$ cat src/rtl/cuppa_wvb_hdr_writer.sv
`default_nettype none
// ============================================================================
//  Module   : cuppa_wvb_hdr_writer
//  Purpose  : Builds one waveform-buffer event header per accepted trigger
//             and writes it, packed as the 87-bit wvb header bundle, into the
//             header FIFO with full back-pressure.
//
//  Ports    : clk           system clock
//             rst           asynchronous active-high reset
//             i_en          arm; new events start only while high
//             i_trig        trigger level (rising edge starts an event)
//             i_trig_src    trigger source code, valid with i_trig
//             i_cnst_run    constant-run mode, latched at event start
//             i_pre_conf    pre-trigger samples, latched at event start
//             i_post_conf   post-trigger samples, latched at event start
//             i_ltc         free-running local time counter
//             i_wr_addr     current waveform buffer write address
//             i_hdr_full    header FIFO full
//             o_hdr_wr_en   header FIFO write strobe (one cycle)
//             o_hdr_data    packed header, qualified by o_hdr_wr_en
//             o_busy        high whenever an event is in progress
//             o_n_drop      saturating count of triggers dropped while busy
//
//  Header packing (LSB first):
//             [47:0] evt_ltc  [62:48] start_addr  [77:63] stop_addr
//             [79:78] trig_src  [80] cnst_run  [86:81] pre_conf
//
//  Revision : 1.0  initial release
// ============================================================================
module cuppa_wvb_hdr_writer #(
   parameter int P_LTC_WIDTH       = 48,
   parameter int P_ADR_WIDTH       = 15,
   parameter int P_PRE_CONF_WIDTH  = 6,
   parameter int P_POST_CONF_WIDTH = 12,
   parameter int P_HDR_WIDTH       = 87,
   parameter int P_DROP_WIDTH      = 16
) (
   input  logic                         clk,
   input  logic                         rst,
   input  logic                         i_en,
   input  logic                         i_trig,
   input  logic [1:0]                   i_trig_src,
   input  logic                         i_cnst_run,
   input  logic [P_PRE_CONF_WIDTH-1:0]  i_pre_conf,
   input  logic [P_POST_CONF_WIDTH-1:0] i_post_conf,
   input  logic [P_LTC_WIDTH-1:0]       i_ltc,
   input  logic [P_ADR_WIDTH-1:0]       i_wr_addr,
   input  logic                         i_hdr_full,
   output logic                         o_hdr_wr_en,
   output logic [P_HDR_WIDTH-1:0]       o_hdr_data,
   output logic                         o_busy,
   output logic [P_DROP_WIDTH-1:0]      o_n_drop
);

   typedef enum logic [1:0] {
      S_IDLE = 2'd0,
      S_CONT = 2'd1,
      S_POST = 2'd2,
      S_PUSH = 2'd3
   } state_t;

   state_t                        r_state;
   state_t                        w_state_nxt;
   logic [P_POST_CONF_WIDTH-1:0]  r_cnt;
   logic [P_POST_CONF_WIDTH-1:0]  w_cnt_nxt;
   logic                          r_trig_q;
   logic                          w_trig_edge;
   logic                          w_latch_evt;
   logic                          w_load_hdr;
   logic                          w_wr_en;
   logic                          w_drop;
   logic [P_ADR_WIDTH-1:0]        w_start_addr;

   logic [P_LTC_WIDTH-1:0]        r_evt_ltc;
   logic [P_ADR_WIDTH-1:0]        r_start_addr;
   logic [1:0]                    r_trig_src;
   logic                          r_cnst_run;
   logic [P_PRE_CONF_WIDTH-1:0]   r_pre_conf;
   logic [P_POST_CONF_WIDTH-1:0]  r_post_conf;
   logic [P_HDR_WIDTH-1:0]        r_hdr_data;
   logic [P_DROP_WIDTH-1:0]       r_n_drop;

   assign w_trig_edge  = i_trig & ~r_trig_q;
   // Subtraction is modulo the address width, so starts near 0 wrap to the top.
   assign w_start_addr = i_wr_addr - P_ADR_WIDTH'(i_pre_conf);
   // Any edge outside IDLE is lost, including one coinciding with the write.
   assign w_drop       = w_trig_edge & (r_state != S_IDLE);

   // ------------------------------------------------------------------------
   // State register
   // ------------------------------------------------------------------------
   always_ff @(posedge clk or posedge rst) begin
      if (rst) begin
         r_state <= S_IDLE;
         r_cnt   <= '0;
      end else begin
         r_state <= w_state_nxt;
         r_cnt   <= w_cnt_nxt;
      end
   end

   // ------------------------------------------------------------------------
   // Next-state and control decode
   // ------------------------------------------------------------------------
   always_comb begin
      w_state_nxt = r_state;
      w_cnt_nxt   = r_cnt;
      w_latch_evt = 1'b0;
      w_load_hdr  = 1'b0;
      w_wr_en     = 1'b0;
      case (r_state)
         S_IDLE: begin
            if (w_trig_edge && i_en) begin
               w_latch_evt = 1'b1;
               if (i_cnst_run) begin
                  w_state_nxt = S_CONT;
               end else begin
                  w_state_nxt = S_POST;
                  w_cnt_nxt   = i_post_conf;
               end
            end
         end
         S_CONT: begin
            if (!i_trig) begin
               w_state_nxt = S_POST;
               w_cnt_nxt   = r_post_conf;
            end
         end
         S_POST: begin
            if (r_cnt == '0) begin
               // Current write address is the stop address for this event.
               w_load_hdr  = 1'b1;
               w_state_nxt = S_PUSH;
            end else begin
               w_cnt_nxt = r_cnt - P_POST_CONF_WIDTH'(1);
            end
         end
         S_PUSH: begin
            if (!i_hdr_full) begin
               w_wr_en     = 1'b1;
               w_state_nxt = S_IDLE;
            end
         end
         default: begin
            w_state_nxt = S_IDLE;
         end
      endcase
   end

   // ------------------------------------------------------------------------
   // Event field capture, header assembly and drop counter
   // ------------------------------------------------------------------------
   always_ff @(posedge clk or posedge rst) begin
      if (rst) begin
         r_trig_q     <= 1'b0;
         r_evt_ltc    <= '0;
         r_start_addr <= '0;
         r_trig_src   <= '0;
         r_cnst_run   <= 1'b0;
         r_pre_conf   <= '0;
         r_post_conf  <= '0;
         r_hdr_data   <= '0;
         r_n_drop     <= '0;
      end else begin
         r_trig_q <= i_trig;
         if (w_latch_evt) begin
            r_evt_ltc    <= i_ltc;
            r_start_addr <= w_start_addr;
            r_trig_src   <= i_trig_src;
            r_cnst_run   <= i_cnst_run;
            r_pre_conf   <= i_pre_conf;
            r_post_conf  <= i_post_conf;
         end
         // Header is frozen from here until the next event reaches PUSH,
         // so it stays stable however long the FIFO back-pressures.
         if (w_load_hdr) begin
            r_hdr_data <= {r_pre_conf, r_cnst_run, r_trig_src,
                           i_wr_addr, r_start_addr, r_evt_ltc};
         end
         if (w_drop && (r_n_drop != '1)) begin
            r_n_drop <= r_n_drop + P_DROP_WIDTH'(1);
         end
      end
   end

   assign o_hdr_wr_en = w_wr_en;
   assign o_hdr_data  = r_hdr_data;
   assign o_busy      = (r_state != S_IDLE);
   assign o_n_drop    = r_n_drop;

endmodule
`default_nettype wire

$ cat config.mk
export PLATFORM = sky130hd
export DESIGN_NAME = cuppa_wvb_hdr_writer
export DESIGN_NICKNAME = d
export VERILOG_FILES = /design/src/rtl/cuppa_wvb_hdr_writer.sv
export SDC_FILE = /design/constraint.sdc
export NUM_CORES = 1
export LEC_CHECK = 0
export BUFFER_PORTS_ARGS = -buffer_cell sky130_fd_sc_hd__buf_2
export CAP_MARGIN = 5
export CORE_MARGIN = 2
export CORE_UTILIZATION = 58
export DETAILED_ROUTE_END_ITERATION = 10
export PLACE_DENSITY = 0.9
export SLEW_MARGIN = 20
export SYNTH_ARGS = -nofsm -noshare
export SYNTH_HDL_FRONTEND = slang
export SYNTH_SLANG_ARGS = --single-unit
$ cat constraint.sdc
create_clock -name clk -period 18.1 [get_ports clk]
set_input_delay 0.905 -clock clk [delete_from_list [all_inputs] [get_ports clk]]
set_output_delay 0.905 -clock clk [all_outputs]
set_load 0.1 [all_outputs]
==> results.yml <==
timing:
  grt_setup_unrepaired: "false"
  drv_slew: 0
  setup_viol: 0
  final_hold_viol_count: 0
  fin_crit_sh: 0.156
  tightest_slew_ps: 934
  hold_ws_ps: 469
  clock_skew_ps: 7.69
  relSlewSlack: 0.377
  period_minus_slack_ps: 2830
  fin_ws_ps: 15270
  fmax_ghz: 0.354
  finalSetupTns_ps: 0
clock_network:
  clock-sinks: 202
  clk_pin_slew_ps: 60
  cts-buffers-inserted: 21
  htree_levels: 1
  clock_path_buffers: 3
  clock_latency_ps: 490
  cts_setup_buffers: 0
  cts-root-buf: "clkbuf_16"
  ctsHoldBuffers: 0
  ctsResizeCount: 0
  cts_tree: "yes"
global_routing:
  grt_use_total: 0.248
  grt_max_degree: 126
  grt_antenna_before_repair: 0
  overflow: 0
  grt_pass1_vias: 6544
  grt_pass1_wl_um: 32400
worst_setup_path:
  worstSetupStartpoint: "r_state[0]"
  critPathArrivalTime_ps: 1920
  crit_fanout: 6
  critPathBufInv: 3
  rrSetupSlack_ps: 15310
  criticalPathCategory: "flop to primary output"
  path_depth: 4
  cpMostUsedCell: "inv_1"
  critPathLaunchType: "flop"
  cp_cell_sequence: "inv_1 -> ha_1 -> inv_1 -> buf_2"
  cpPeakStageDelay_ps: 490
  timing.critical_path.max_delay_family: "buffers and inverters"
  rr_endpoint: "r_start_addr[14]"
  crit_slowest_cell: "buf_2"
  r2r_cells: 8
  crit_required_ps: 17190
  r2r_start: "r_state[0]"
  end_kind: "primary output"
  crit_end: "o_busy"
synth:
  yosys-top-cells-area: "dfrtp_1, mux2_2, nand2_1"
  synth_cells: 808
  yosysTopAreaCell: "dfrtp_1"
  synthFlopType: "dfrtp_1"
  synth_area_sq_um: 8750
  synth_seq_area_share: 0.578
  synth.avg_cell_area_sq_um: 10.8
  synthArstFlopShare: 1.00
  synth_most_common_cell: "nand2_1"
  yosysWarnings: 0
  synth-seq-cells: 202
  yosysUniqueCellTypes: 55
  synth_top_area_share: 0.578
  synthTopCellsByCount: "nand2_1, dfrtp_1, mux2_2"
  synth-edff-count: 0
  syn_nets: 910
final_layout:
  drive_above_1_share: 0.330
  fin_area_sq_um: 10500
  syn2layout_area_growth_pct: 20.6
  multi_input_comb_area_sq_um: 3500
  seq_area_sq_um: 5050
  final_net_count: 1094
  fillers: 1003
  diodes: 0
min_path:
  worstHoldStart: "r_evt_ltc[24]"
  min_path_type: "flop to flop"
drt:
  wl_um: 19500
  route.antenna.remaining_nets: 0
  drt_drc_violations_left: 0
  dr.pass1.iters: 5
  vias_per_cell: 5.51
  wire_per_inst_um: 16.4
  drtIter0Drc: 544
  num_vias: 6555
floorplanning:
  num_io_pins: 194
  coreArea_sq_um: 14600
  dieArea_sq_um: 16100
  start_util: 0.597
  die_w_um: 127
  die_h_um: 127
  rows: 44
place:
  placed_cell_area_sq_um: 9860
  portBuffers: 193
  pre_cts_ws_ps: 15070
  dpl.hpwl_um: 12700
  place_congestion: 0.823
run:
  cap_viol_max_count: 0
status:
  status: "finished, final reports clean"
layout make-up:
cell class | instances | share of cell area
sequential | 202 | 0.479
multi-input combinational | 552 | 0.332
timing repair buffer | 198 | 0.0955
clock buffer | 29 | 0.0565
tap | 184 | 0.0218
clock inverter | 7 | 0.00842
inverter | 17 | 0.00676
routing by layer:
metal	part of all wire	up-vias	GRT usage
met2	0.48	238	0.404
met3	0.073	41	0.0612
li1	-	3087	-
met4	0.027	0	0.0737
met5	0	-	0
met1	0.42	3189	0.333
layout by cell type, fill, tap and decap left out, types with 2 or more instances in the layout:
cell       Yosys  layout
o31ai_1       11      11
buf_2          4     193
and2_1         8       8
nand2_1      240     240
clkinv_2       0       4
mux2i_1        9       9
buf_4          1       4
xor2_1        14      14
dfrtp_1      202     202
a221oi_1       8       8
o21ai_0       17      17
ha_1          12      12
nand3b_1       2       2
nor3b_1        3       3
clkbuf_8       0       4
nand2b_1       3       3
clkbuf_1      24       4
bufinv_16      0       2
a21oi_1        9       9
nand3_1       15      15
nor3b_2        2       2
nor4_4         2       2
a22oi_1        3       3
nor2_1        31      30
o211ai_1       3       3
or2_2          2       2
clkbuf_16      0      21
a211oi_1       5       5
nor3_1        15      15
mux2_2        89      89
and3_1         9       9
o21a_1         3       3
a31oi_1        2       2
a21o_1         4       4
nor2b_1        3       3
inv_1         17      16
xnor2_1        7       7
worst min path at each step:
stage | to | slack, ps | cells past startpoint
final | r_evt_ltc[24] | 470 | 2
after floorplan | r_cnst_run | 440 | 2
after CTS | r_evt_ltc[24] | 470 | 2
after detailed placement | r_evt_ltc[25] | 460 | 2
after global placement | r_evt_ltc[43] | 450 | 2
after global routing | r_evt_ltc[27] | 490 | 2
through the flow:
stage / utilization / instances
floorplan: - / 808
global placement: 0.673 / 1153
detailed placement: 0.673 / 1153
CTS: 0.720 / 1189
global route: 0.720 / 1189
finish: 0.720 / 1189
sequential cells by signal, summed over array words and instances (netlist names), 6 cells and up:
signal,cells
r_start_addr,15
r_post_conf,12
o_hdr_data,87
r_cnt,12
r_pre_conf,6
r_evt_ltc,48
o_n_drop,16
worst reg2reg max path: cells and delay by family (launching register included):
| kind | cells | cell delay (ps) |
|---|---|---|
| mux | 1 | 270 |
| flops | 1 | 400 |
| fa+ha+maj | 1 | 270 |
| simple gates | 3 | 1110 |
| buf+inv | 3 | 670 |
cell families after synthesis:
kind of cell,count (synthesis),synth area share
adder cells (fa/ha/maj),13,0.0195
XOR/XNOR,21,0.0210
AND/OR/NAND/NOR,346,0.174
buffers and inverters,54,0.0242
multiplexers,99,0.126
flip-flops,202,0.578
AO/OA/AOI/OAI,73,0.0569
Power is not shown: default switching activity piles up to over one toggle a cycle in this logic, so the estimate is an artifact.
